`src/rtl/davio_sweep_ctrl.sv`:
```
// davio_sweep_ctrl
// Self-check sequencer for the 7-input Davio-decomposed parity evaluator.
// On an accepted start it sweeps the inclusive range lo..hi (wrap-around
// allowed) onto the shared evaluator input bus. For every vector it compares
// the evaluator output against the golden model, after a PIPE_LAT-deep
// alignment delay. It reports a saturating mismatch count, the first failing
// vector and pass/fail through a start/busy/done handshake.
//
// Ports
//   clk, rst          clock, asynchronous active-high reset
//   start, abort      sweep request (IDLE only) / abandon the sweep in progress
//   lo, hi            inclusive sweep range, latched on an accepted start
//   vec_out/vec_valid vector driven to the evaluator D inputs / qualifier
//   f_dut, f_ref      evaluator F and golden-model F_conventional
//   busy, done        high in RUN/DRAIN/DONE; one-cycle completion pulse
//   pass              no mismatches in the completed sweep
//   err_count         saturating mismatch count
//   first_fail(_valid) first mismatching vector and its qualifier
//
// Parameters
//   WIDTH     evaluator input width
//   PIPE_LAT  evaluator latency in cycles, 0..4 (0 = combinational evaluator)
//   ERR_W     mismatch counter width

module davio_sweep_ctrl #(
  parameter int WIDTH    = 7,
  parameter int PIPE_LAT = 0,
  parameter int ERR_W    = 8
) (
  input  logic             clk,
  input  logic             rst,
  input  logic             start,
  input  logic             abort,
  input  logic [WIDTH-1:0] lo,
  input  logic [WIDTH-1:0] hi,
  output logic [WIDTH-1:0] vec_out,
  output logic             vec_valid,
  input  logic             f_dut,
  input  logic             f_ref,
  output logic             busy,
  output logic             done,
  output logic             pass,
  output logic [ERR_W-1:0] err_count,
  output logic [WIDTH-1:0] first_fail,
  output logic             first_fail_valid
);

  typedef enum logic [1:0] {S_IDLE, S_RUN, S_DRAIN, S_DONE} state_t;

  // DRAIN counts down from PIPE_LAT-1 to 0, giving exactly PIPE_LAT cycles.
  localparam logic [2:0] DRAIN_INIT = 3'((PIPE_LAT > 0) ? PIPE_LAT - 1 : 0);

  state_t           r_state;
  logic [WIDTH-1:0] r_hi;
  logic [WIDTH-1:0] r_vec;
  logic             r_vec_valid;
  logic             r_busy;
  logic             r_done;
  logic             r_pass;
  logic [ERR_W-1:0] r_err;
  logic [WIDTH-1:0] r_ff;
  logic             r_ffv;
  logic [2:0]       r_drain_cnt;

  logic             w_flush;
  logic             w_cmp_vld;
  logic [WIDTH-1:0] w_cmp_vec;
  logic             w_mismatch;
  logic [ERR_W-1:0] w_err_nxt;
  logic             w_last;

  assign w_flush = abort && (r_state != S_IDLE);

  // Alignment: delay the issued vector by the evaluator latency so the
  // compare sees the vector that produced the current f_dut/f_ref.
  generate
    if (PIPE_LAT == 0) begin : g_nopipe
      assign w_cmp_vld = r_vec_valid;
      assign w_cmp_vec = r_vec;
    end else begin : g_pipe
      logic [PIPE_LAT-1:0]            r_vld_pipe;
      logic [PIPE_LAT-1:0][WIDTH-1:0] r_vec_pipe;

      always_ff @(posedge clk or posedge rst) begin
        if (rst) begin
          r_vld_pipe <= '0;
          r_vec_pipe <= '0;
        end else if (w_flush) begin
          r_vld_pipe <= '0;
          r_vec_pipe <= '0;
        end else begin
          r_vld_pipe[0] <= r_vec_valid;
          r_vec_pipe[0] <= r_vec;
          for (int i = 1; i < PIPE_LAT; i++) begin
            r_vld_pipe[i] <= r_vld_pipe[i-1];
            r_vec_pipe[i] <= r_vec_pipe[i-1];
          end
        end
      end

      assign w_cmp_vld = r_vld_pipe[PIPE_LAT-1];
      assign w_cmp_vec = r_vec_pipe[PIPE_LAT-1];
    end
  endgenerate

  assign w_mismatch = w_cmp_vld && (f_dut != f_ref);
  // Saturating increment: holds at all-ones.
  assign w_err_nxt  = (w_mismatch && (r_err != {ERR_W{1'b1}})) ? r_err + 1'b1 : r_err;
  assign w_last     = (r_vec == r_hi);

  always_ff @(posedge clk or posedge rst) begin
    if (rst) begin
      r_state     <= S_IDLE;
      r_hi        <= '0;
      r_vec       <= '0;
      r_vec_valid <= 1'b0;
      r_busy      <= 1'b0;
      r_done      <= 1'b0;
      r_pass      <= 1'b0;
      r_err       <= '0;
      r_ff        <= '0;
      r_ffv       <= 1'b0;
      r_drain_cnt <= '0;
    end else begin
      r_done <= 1'b0;

      // Compare bookkeeping runs in any state; the alignment pipe is empty in
      // IDLE, so nothing is counted there.
      if (w_mismatch) begin
        r_err <= w_err_nxt;
        if (!r_ffv) begin
          r_ff  <= w_cmp_vec;
          r_ffv <= 1'b1;
        end
      end

      case (r_state)
        S_IDLE: begin
          if (start) begin
            r_hi        <= hi;
            r_vec       <= lo;
            r_vec_valid <= 1'b1;
            r_busy      <= 1'b1;
            r_err       <= '0;
            r_ff        <= '0;
            r_ffv       <= 1'b0;
            r_pass      <= 1'b0;
            r_state     <= S_RUN;
          end
        end

        S_RUN: begin
          if (abort) begin
            r_state     <= S_IDLE;
            r_vec_valid <= 1'b0;
            r_busy      <= 1'b0;
            r_pass      <= 1'b0;
          end else if (w_last) begin
            // vec_out holds hi; only the qualifier drops.
            r_vec_valid <= 1'b0;
            if (PIPE_LAT > 0) begin
              r_state     <= S_DRAIN;
              r_drain_cnt <= DRAIN_INIT;
            end else begin
              // The last vector is compared this cycle, so pass uses the
              // post-compare count.
              r_state <= S_DONE;
              r_done  <= 1'b1;
              r_pass  <= (w_err_nxt == '0);
            end
          end else begin
            r_vec <= r_vec + 1'b1;
          end
        end

        S_DRAIN: begin
          if (abort) begin
            r_state <= S_IDLE;
            r_busy  <= 1'b0;
            r_pass  <= 1'b0;
          end else if (r_drain_cnt == '0) begin
            r_state <= S_DONE;
            r_done  <= 1'b1;
            r_pass  <= (w_err_nxt == '0);
          end else begin
            r_drain_cnt <= r_drain_cnt - 1'b1;
          end
        end

        S_DONE: begin
          r_state <= S_IDLE;
          r_busy  <= 1'b0;
          if (abort) r_pass <= 1'b0;
        end

        default: r_state <= S_IDLE;
      endcase
    end
  end

  assign vec_out          = r_vec;
  assign vec_valid        = r_vec_valid;
  assign busy             = r_busy;
  assign done             = r_done;
  assign pass             = r_pass;
  assign err_count        = r_err;
  assign first_fail       = r_ff;
  assign first_fail_valid = r_ffv;

endmodule

```
`config.mk`:
```
export PLATFORM = sky130hd
export DESIGN_NAME = davio_sweep_ctrl
export DESIGN_NICKNAME = d
export VERILOG_FILES = /design/src/rtl/davio_sweep_ctrl.sv
export SDC_FILE = /design/constraint.sdc
export NUM_CORES = 1
export LEC_CHECK = 0
export ABC_AREA = 1
export CORE_MARGIN = 1.5
export CORE_UTILIZATION = 50
export CTS_CLUSTER_SIZE = 30
export DETAILED_ROUTE_END_ITERATION = 7
export HOLD_SLACK_MARGIN = 0.1
export PLACE_DENSITY = 0.78
export SLEW_MARGIN = 25
export SYNTH_ARGS = -nofsm -noshare
export SYNTH_HDL_FRONTEND = slang
export SYNTH_SLANG_ARGS = --single-unit
```
`constraint.sdc`:
```
create_clock -name clk -period 1.7 [get_ports clk]
set_input_delay 0.34 -clock clk [delete_from_list [all_inputs] [get_ports clk]]
set_output_delay 0.34 -clock clk [all_outputs]
set_load 0.01 [all_outputs]
```
# == Word level (Yosys, flattened, before mapping) ==
# Cells that the tools add are included.
# word_totals
reg_bits,39
# classes
addsub,3
eq_ne,13
muxes,38
bitwise_logic,2
n_reduce_logical,14
# ops
cell,n
$mux 7,7
$mux 8,4
$mux 1,16
$pmux 7 s2,1
$mux 2,5
$reduce_and 3->1,3
$add 8x1->8 const B,1
$logic_not 8->1,1
$ne 2x2->1 const B,4
$ne 8x8->1 const B,1
$pmux 2 s4,1
$reduce_and 4->1,2
$add 7x1->7 const B,1
$eq 7x7->1,1
$ne 3x3->1 const B,2
$eq 2x2->1 const B,2
$pmux 1 s2,2
$pmux 1 s4,1
$reduce_and 2->1,2
$logic_not 3->1,1
$pmux 1 s3,1
$sub 3x1->3 const B,1
$eq 2x1->1 const B,1
$logic_and 1x1->1,2
6 further kinds,7

# == Logic depth before layout (Yosys ltp) ==
# logic_depth
ltp_word,8
ltp_mapped,12
mapped_depth_nobuf,12

# == Least setup slack after synthesis ==
# OpenSTA, ideal clock, no wires.
# synth_path
path_type,register -> register
from,register r_err[0] (netlist: err_count[0])
to,register r_pass (netlist: pass)
t_arrival_ns,1.502
required_ns,1.635
path_slack_ns,0.133
path_stages_with_launch,12
synth_period_minus_slack_ns,1.567
path_cell_list,dfrtp_1 ha_1 nand2_2 nor2_4 nand2_4 nand2_8 inv_4 a21oi_2 nand2_1 nor2_1 nand2_1 nand2_1
# synth_via
elab_chain_len,7
# synth_rtl
element,line,source
from (decl),60,logic [ERR_W-1:0] r_err;
from (signal assigned),130,r_err <= w_err_nxt;
"parallel branches: the longest is 2 deep, another holds $add 8x1->8",n/a,
$mux 8 *,108,assign w_err_nxt = (w_mismatch && (r_err != {ERR_W{1'b1}})) ? r_err + 1'b1 : r_err;
$logic_not 8->1 *,"169, 184",
$mux 1 (on tied branches),"181, 158",
$mux 1 (on tied branches),"177, 153",
$pmux 1 s4 *,137,case (r_state)
to (signal assigned),169,r_pass <= (w_err_nxt == '0);
to (signal assigned),184,r_pass <= (w_err_nxt == '0);
to (decl),59,logic r_pass;
# Every way passes the cells marked *. The select of a mux whose other input is x is not followed.
# A chain may end at the register's enable or synchronous reset.

# == Worst setup path in the final report ==
# layout_path
from,register r_vec[4] (netlist: vec_out[4])
to,output port vec_out[4]
# layout_lines
element,line,source
from (decl),55,logic [WIDTH-1:0] r_vec;
from (signal assigned),141,r_vec <= lo;
from (signal assigned),172,r_vec <= r_vec + 1'b1;
to (decl),36,"output logic [WIDTH-1:0] vec_out,"
# No word-level cell between the ends.

==> out/metrics.cfg <==
[routing]
wl_met3_um = 251
viasPerCell = 5.10
post-route-drc-count = 0
via_count = 2166
postRouteAntennaNets = 0
drt-total-wl_um = 5490
drt_iter0_markers = 186
wl_met1_um = 2380
wl_per_cell_um = 12.9
highest_layer = met4
drtPass1Iterations = 4
met2WireLength_um = 2790

[grt]
grt_use_total_pct = 22.5
grt_max_degree = 40
antenna_found_initial = 0
grt_overflow_total = 0
grt_pass1_wl_um = 9080
grt_pass1_vias = 2078

[timing]
finalCriticalPeriod_ps = 1670
fmax_mhz = 600
tightest_slew_ps = 372
rsz0062_at_grt = true
setup_viol = 0
final.setup_skew_ps = 4.81
drv_slew = 0
hold_slack_ps = 394
fin_ws_ps = 31.9
fin_crit_sh_pct = 98.1
slew_headroom_pct = 75.1
fin_setup_tns_ps = 0
hold_viol_final = 0

[floorplanning]
fp-row-count = 24
boundaryPins = 47
fp.dieH_um = 70.9
core_um2 = 4380
start_util_pct = 52.6
die-area_um2 = 5030
die_w_um = 70.9

[layout]
fin_nets = 400
num-fill-cells = 355
diodes = 0
multi_input_area_um2 = 1140
layoutNonFillerInstCount = 425
seq_area_um2 = 986
syn_to_final_growth_pct = 37.1
drive_gt1_share_pct = 18.5

[clocking]
clock_latency_ps = 290
cts_buffers = 5
cts_hold_buf = 0
cts.sinks = 39
clkSlewWorstSetupHoldPaths_ps = 80
htreeDepth = 2
cts_tree = yes
cts_root_buf = clkbuf_8
clockBufferDepth = 2

[min_path]
hp-class = in -> async

[pwr]
p_int_mw = 3.02
p_leak_nw = 1.59
p_comb_share_pct = 50.2
power_density_nw_per_um2 = 1600
p_seq_share_pct = 31.1
clkPwrFrac_pct = 18.7
fin_total_pwr_mw = 5.05
ir_worst_vdd_uv = 1060
switchingPower_mw = 2.03
switching_share_pct = 40.2

[synth]
synthesis.area_um2 = 2310
synth_seq_area_share_pct = 42.3
ys_types = 31
avgSynthCellArea_um2 = 7.64
ys_seq_elements = 39
synth_fp_nets = 330
yosysWarningCount = 0
synth_cells = 302

[worst_setup_path]
critPathKind = reg -> out
path_buf_inv = 1
path_cells = clkdlybuf4s50_1
worstPathArrival_ps = 1330
cp_max_fo = 8
cp_slowest_cell = clkdlybuf4s50_1
cp-start-kind = flip-flop
cp.required_ps = 1360
max_stage_delay_ps = 570
cp_top_family = buffers and inverters
cp-end-kind = output port

[place]
place_congestion = 0.814
preCtsSetupSlack_ps = -161
port_buffers = 46
post-place-cells = 411
hpwl_um = 3840

[run]
max_cap_violations = 0

[run_status]
outcome = complete, no violations

## power by group through the flow
stage          clock network (mW)  logic [mW]  registers, mW
2_1_floorplan                   0        1.40           1.60
3_3_place_gp                    0        2.29           1.57
3_5_place_dp                    0        2.38           1.58
4_1_cts                     0.957        2.40           1.57
5_1_grt                     0.984        2.80           1.62
6_report                    0.944        2.53           1.57
## layout make-up
| type | count | share of cell area [%] |
|---|---|---|
| timing repair buffer | 70 | 21.2 |
| clock inverter | 3 | 2.14 |
| clock buffer | 5 | 2.18 |
| sequential | 39 | 31.2 |
| tap | 52 | 2.06 |
| multi-input combinational | 213 | 36.1 |
| inverter | 43 | 5.18 |
## synthesized netlist by cell type
| master | n | area share (%) |
|---|---|---|
| nand2_1 | 82 | 13 |
| dfrtp_1 | 39 | 42 |
| inv_1 | 38 | 6.2 |
| nor2_1 | 38 | 6.2 |
| a21oi_1 | 19 | 4.1 |
| nand3_1 | 15 | 3.3 |
| o21ai_0 | 12 | 2.6 |
| ha_1 | 8 | 4.3 |
| o21ai_1 | 6 | 1.3 |
| a21oi_2 | 4 | 1.5 |
| clkbuf_1 | 4 | 0.65 |
| inv_2 | 4 | 0.65 |
| nand4_1 | 4 | 1.1 |
| nor2_4 | 4 | 2.0 |
| nand2_4 | 3 | 1.5 |
| nand3_2 | 3 | 1.3 |
| xor2_1 | 3 | 1.1 |
| nand2_2 | 2 | 0.54 |
| xnor2_1 | 2 | 0.76 |
| a31oi_1 | 1 | 0.27 |
| buf_2 | 1 | 0.22 |
| buf_4 | 1 | 0.33 |
| buf_6 | 1 | 0.49 |
| inv_4 | 1 | 0.27 |
| mux2i_1 | 1 | 0.43 |
| nand2_8 | 1 | 0.87 |
| o2111ai_1 | 1 | 0.38 |
| o211ai_1 | 1 | 0.33 |
| o21ai_4 | 1 | 0.71 |
| or2_2 | 1 | 0.27 |
| xor2_2 | 1 | 0.71 |
## state kept, by name, indices dropped and copies added (netlist names), 2 cells and up
name         count
r_hi             7
vec_out          7
r_state          2
err_count        8
r_drain_cnt      3
first_fail       7
## timing repair
item | CTS | global route
setup buffers | 0 | 6
resized for setup | 4 | 10
pin swaps | 0 | 2
endpoints found under the setup margin | 4 | 14
## worst paths after layout
path                                startpoint              to  slack, ps  cells past startpoint
worst min register to register  r_drain_cnt[0]  r_drain_cnt[0]        470                      1
min in group clk                r_drain_cnt[0]  r_drain_cnt[0]        470                      1
worst max register to register      r_state[0]      vec_out[4]         50                      8
worst min-delay path                       rst   first_fail[3]        390                      3
max in group asynchronous                  rst      vec_out[0]       1090                      3
worst max-delay path                vec_out[4]      vec_out[4]         30                      1
## cell usage in the layout, fill, tap and decap left out, types with 2 or more instances in the layout
master / synthesis / routed
inv_1: 38 / 38
o21ai_0: 12 / 12
dfrtp_2: 0 / 8
buf_12: 0 / 2
nand2_2: 2 / 2
nand4_1: 4 / 4
a21oi_2: 4 / 4
nor2_4: 4 / 4
buf_4: 1 / 22
nand3_2: 3 / 4
xnor2_1: 2 / 2
xor2_1: 3 / 3
nand2_1: 82 / 82
nand3_1: 15 / 14
nand2_4: 3 / 3
nor2_1: 38 / 37
ha_2: 0 / 2
a21oi_1: 19 / 19
inv_2: 4 / 4
clkbuf_8: 0 / 5
clkdlybuf4s50_1: 0 / 44
bufinv_16: 0 / 2
dlymetal6s2s_1: 0 / 2
ha_1: 8 / 6
o21ai_1: 6 / 6
dfrtp_1: 39 / 31
## worst min-delay path, cell delays in order
cell             delay, ps
clkdlybuf4s50_1        400
inv_1                   90
buf_12                 230
## routing by layer
metal  vias up  track usage, %
li1       1091               -
met1      1014            28.0
met2        50            39.0
met3        11            3.56
met4         0            8.81
met5         -               0
## stage by stage
step | utilization, % | area, um2
after CTS | 70.6 | 3090
after floorplan | - | 2310
after global routing | 72.1 | 3160
after global placement | 67.4 | 2950
after detailed placement | 67.4 | 2950
final | 72.1 | 3160
## cell families after synthesis
group	after synthesis	share of synthesized area [%]
buffers and inverters	50	8.79
AOI/OAI and AO/OA	45	11.2
muxes	1	0.434
DFF	39	42.3
adders and majority gates	8	4.34
xor gates and xnor gates	6	2.60
and+or+nand+nor	153	30.3
No activity file was read; power rests on OpenSTA's default activity.
==> edit 1: new RTL, config.mk and constraints unchanged <==
Register the output `vec_out` once more, cleared by the reset; this adds one clock of latency there. The other outputs are not delayed to match.
--- a/src/rtl/davio_sweep_ctrl.sv
+++ b/src/rtl/davio_sweep_ctrl.sv
@@ -198,7 +198,13 @@
     end
   end
 
-  assign vec_out          = r_vec;
+  always_ff @(posedge clk or posedge rst) begin
+    if (rst) begin
+      vec_out <= '0;
+    end else begin
+      vec_out <= r_vec;
+    end
+  end
   assign vec_valid        = r_vec_valid;
   assign busy             = r_busy;
   assign done             = r_done;
Function: changed (a bounded check fails within 4 cycles, from zero or initial values and one cycle with rst high).
==> edit 1 against the unedited design <==
Total power is 2.5% higher. Count of clock-buffer cells in the layout stayed put. Wire length is 3.6% lower. Worst setup slack better by 0.029 ns. Final area is 4.5% higher. Area after synthesis is 5.6% higher. Sequential cell count is 7 higher. Critical endpoint is now vec_valid. Largest cell class is now sequential cells.
==> edit 1: results (changes against the unedited design) <==
max reg flops=8 (unchanged); Leakage=1.65 nW (+3.9%); Hold Path Class=in2async; largest vdd supply drop=0.00104 V (-2.1%); Vias/cell=4.85 (-4.9%); post-DP HPWL=3.76 mm (-2.1%); final WL=5.29 mm (-3.6%); Max stage delay on crit path=0.56 ns; Initial DRT Pass Iterations=4 (unchanged); starting DRC count in detailed routing=193 (+3.8%); Yosys cell types=31 (unchanged); clock latency on the worst-skew pair=0.30 ns; status=completed; Port Buffers=46 (unchanged); vias in the first global route=1992 (-4.1%); Overflow after GRT=0 (unchanged); Critical Path AT=1.30 ns (-0.03 ns); ratio of cells with drive above 1 in the final layout=16.3% (-2.2 points); Yosys warning total=0 (unchanged); largest net degree at the start of global routing=47 (+18%); sequential fraction of the synthesis area=47.3% (+4.9 points); diode count=0 (unchanged); hold buffer count at cts=0 (unchanged); syn_nets=339 (+2.7%); Setup Skew=0.0140 ns (+0.00914 ns); aggregate global-route resource usage=21.5% (-0.98 points); clk slew on worst S/H paths=0.09 ns; Async SR Flop Fraction=100% (unchanged); total CTS buffers=5 (unchanged); main area contributors after synthesis=dfrtp_1 (47%), nand2_1 (14%), inv_1 (5.9%), nor2_1 (4.6%), a21oi_1 (4.1%); first-pass GRT wire length=8.86 mm (-2.4%); Final Wtd Congestion=0.905 (+11%); Post-DP Area=0.00314 mm^2 (+6.2%); synth cell count leaders=nand2_1 (89), dfrtp_1 (46), inv_1 (38), nor2_1 (30), a21oi_1 (20); CTS Buffer Depth=2 (unchanged); crit path max fanout=3 (-5); Worst Tran Pin Value=0.323 ns (-0.0497 ns); crit path max-delay cell type=clkdlybuf4s50_1; Final #Nets=413 (+3.3%)
## edit 1: what timing repair did
item	CTS	global route
resized for setup	1	10
endpoints found under the setup margin	1	16
buffers inserted	0	6
## edit 1: final timing paths
check	cells after the start	slack, ns	startpoint	end
max	1	0.06	vec_valid	vec_valid
min	3	0.38	rst	vec_out[4]
max reg2reg	10	0.10	r_state[0]	r_vec[3]
min reg2reg	1	0.48	r_drain_cnt[2]	r_drain_cnt[2]
max in group asynchronous	3	1.09	rst	err_count[5]
min in group clk	1	0.48	r_drain_cnt[2]	r_drain_cnt[2]
## edit 1: layer usage
layer  GRT usage, %  up-vias  wire, um
met3           4.14        6       221
met5              0        -         0
met1           30.3     1016      2510
met2           33.5       52      2500
li1               -     1121         -
met4           6.71        0        59
## edit 1: logic make-up after synthesis
| family | after synthesis | synth area share [%] |
|---|---|---|
| xor gates and xnor gates | 5 | 1.80 |
| and+or+nand+nor | 150 | 27.4 |
| muxes | 1 | 0.411 |
| buffers and inverters | 52 | 8.53 |
| AOI/OAI and AO/OA | 49 | 10.5 |
| DFF | 46 | 47.3 |
| adders and majority gates | 8 | 4.11 |
## edit 1: final cells by class
type,instances,area [um^2]
clock buffer,5,68.8
inverter,45,176
fill,398,1420
tap,67,83.8
timing repair buffer,74,698
multi-input combinational,213,1100
sequential,46,1160
clock inverter,3,23.8
## edit 1: through the flow
step | utilization, % | std cells | worst slack, ns | TNS, ns
after floorplan | - | 311 | 0.169 | 0
after global placement | 66.4 | 439 | -0.0990 | -0.590
after detailed placement | 66.4 | 439 | -0.159 | -1.15
after CTS | 68.4 | 447 | 0.0224 | 0
after global routing | 70.0 | 453 | -0.00942 | -0.0169
final | 70.0 | 453 | 0.0612 | 0
## edit 1: power by group
group | leakage, nW | internal (mW) | switching, mW
logic | 1.03 | 1.26 | 1.34
registers | 0.580 | 1.53 | 0.356
clock network | 0.0408 | 0.294 | 0.394
total | 1.65 | 3.08 | 2.09
==> edit 2: new RTL, same flow settings <==
Without the edit above. Change the parameter `ERR_W` from 8 to 6.
--- a/src/rtl/davio_sweep_ctrl.sv
+++ b/src/rtl/davio_sweep_ctrl.sv
@@ -25,7 +25,7 @@
 module davio_sweep_ctrl #(
   parameter int WIDTH    = 7,
   parameter int PIPE_LAT = 0,
-  parameter int ERR_W    = 8
+  parameter int ERR_W    = 6
 ) (
   input  logic             clk,
   input  logic             rst,
Interface: changed (resized err_count); port bits go from 47 to 45. No check against the original RTL was run, so the function may have changed too.
==> edit 2 against the unedited design <==
Area after synthesis fell by 8.7%. Sequential cell count fell by 2. Total power fell by 5.7%. Sequential power rose by 4%. Wire length fell by 17%. Hold slack got worse by 0.0043 ns. Final area fell by 11%. Worst setup slack improved by 0.023 ns. Register-to-register slack improved by 0.07 ns.
==> edit 2: results (changes against the unedited design) <==
R2R setup slack=0.12 ns (+0.07 ns); largest net degree at the start of global routing=38 (-5.0%); Post-DP Area=0.00269 mm^2 (-8.9%); Compound-Gate Fraction of Synth Area=11.6% (+0.36 points); synth cell count leaders=nand2_1 (78), inv_1 (40), dfrtp_1 (37), nor2_1 (30); post-DP HPWL=3.43 mm (-11%); main area contributors after synthesis=dfrtp_1 (44%), nand2_1 (14%), inv_1 (7.1%), nor2_1 (5.4%), ha_1 (4.8%); sequential fraction of the synthesis area=44.0% (+1.7 points); vias=1930 (-11%); Leakage=1.39 nW (-13%); starting DRC count in detailed routing=85 (-54%); aggregate global-route resource usage=21.8% (-0.69 points); post-place setup slack=-0.109 ns (+0.0520 ns); hold slack final=0.390 ns (-0.00434 ns); vias in the first global route=1698 (-18%); Yosys cell types=24 (-23%); Pwr per Cell Area=1700 mW/mm^2 (+6.2%); fill count=363 (+2.3%); Worst Tran Pin Value=0.269 ns (-0.104 ns); largest vdd supply drop=0.000846 V (-20%); Setup Skew=0.00565 ns (+0.000843 ns); FF-to-FF path depth=7 (-1); worst reg2reg startpoint=r_state[1]; Critical Path AT=1.30 ns (-0.03 ns); FF-to-FF End=vec_out[3]; Vias/cell=4.91 (-3.6%); status=completed; ratio of cells with drive above 1 in the final layout=14.3% (-4.2 points); mux contribution to synthesized area=0.476% (+0.042 points); Placed Instances=383 (-6.8%); cells after synthesis=282 (-6.6%); sw power=2.01 mW (-0.71%)
-- edit 2: kinds of logic (layout without fill, tap and decap cells) --
logic type / Yosys count / count (layout)
compound gates: 45 / 45
xor+xnor: 6 / 6
fa+ha+maj: 8 / 8
buf+inv: 48 / 109
flops: 37 / 37
mux: 1 / 1
simple gates: 137 / 137
-- edit 2: tightest hold or removal path: cells and delay by family --
family                 cells  cell delay [ns]
buffers and inverters      3             0.70
-- edit 2: routing by layer --
metal  vias up  global-route usage, %  wire length (um)
met5         -                      0                 0
met4         0                   8.00                72
met3         6                   4.77               194
met2        45                   35.4              2160
met1       885                   28.7              2140
li1        994                      -                 -
-- edit 2: timing repair --
item / 4_1_cts / 5_1_grt
resized for setup: 4 / 6
hold buffers: 0 / 0
setup buffers: 0 / 2
setup endpoints to repair: 4 / 11
cloned: 0 / 0
-- edit 2: area by class of cell --
cell class / count / area share, %
Timing Repair Buffer: 58 / 20.0
Clock buffer: 5 / 2.45
Tap cell: 50 / 2.23
Clock inverter: 3 / 0.624
Inverter: 43 / 5.75
Multi-Input combinational cell: 197 / 35.7
Sequential cell: 37 / 33.3
-- edit 2: worst max-delay path by stage --
stage	endpoint	cells past startpoint	slack, ns	startpoint
finish	vec_out[2]	1	0.06	vec_out[2]
global route	pass	11	-0.01	err_count[1]
CTS	vec_out[5]	1	0.002	vec_out[5]
detailed placement	first_fail[1]	7	-0.11	f_dut
global placement	first_fail[2]	7	-0.04	f_dut
floorplan	pass	11	0.23	err_count[0]
-- edit 2: power by group through the flow --
stage,Combinational [mW],Sequential [mW],Clock [mW]
floorplan,1.46,1.66,0
global placement,2.41,1.62,0
detailed placement,2.48,1.62,0
CTS,2.50,1.62,0.618
global route,2.86,1.69,0.643
finish,2.53,1.64,0.594
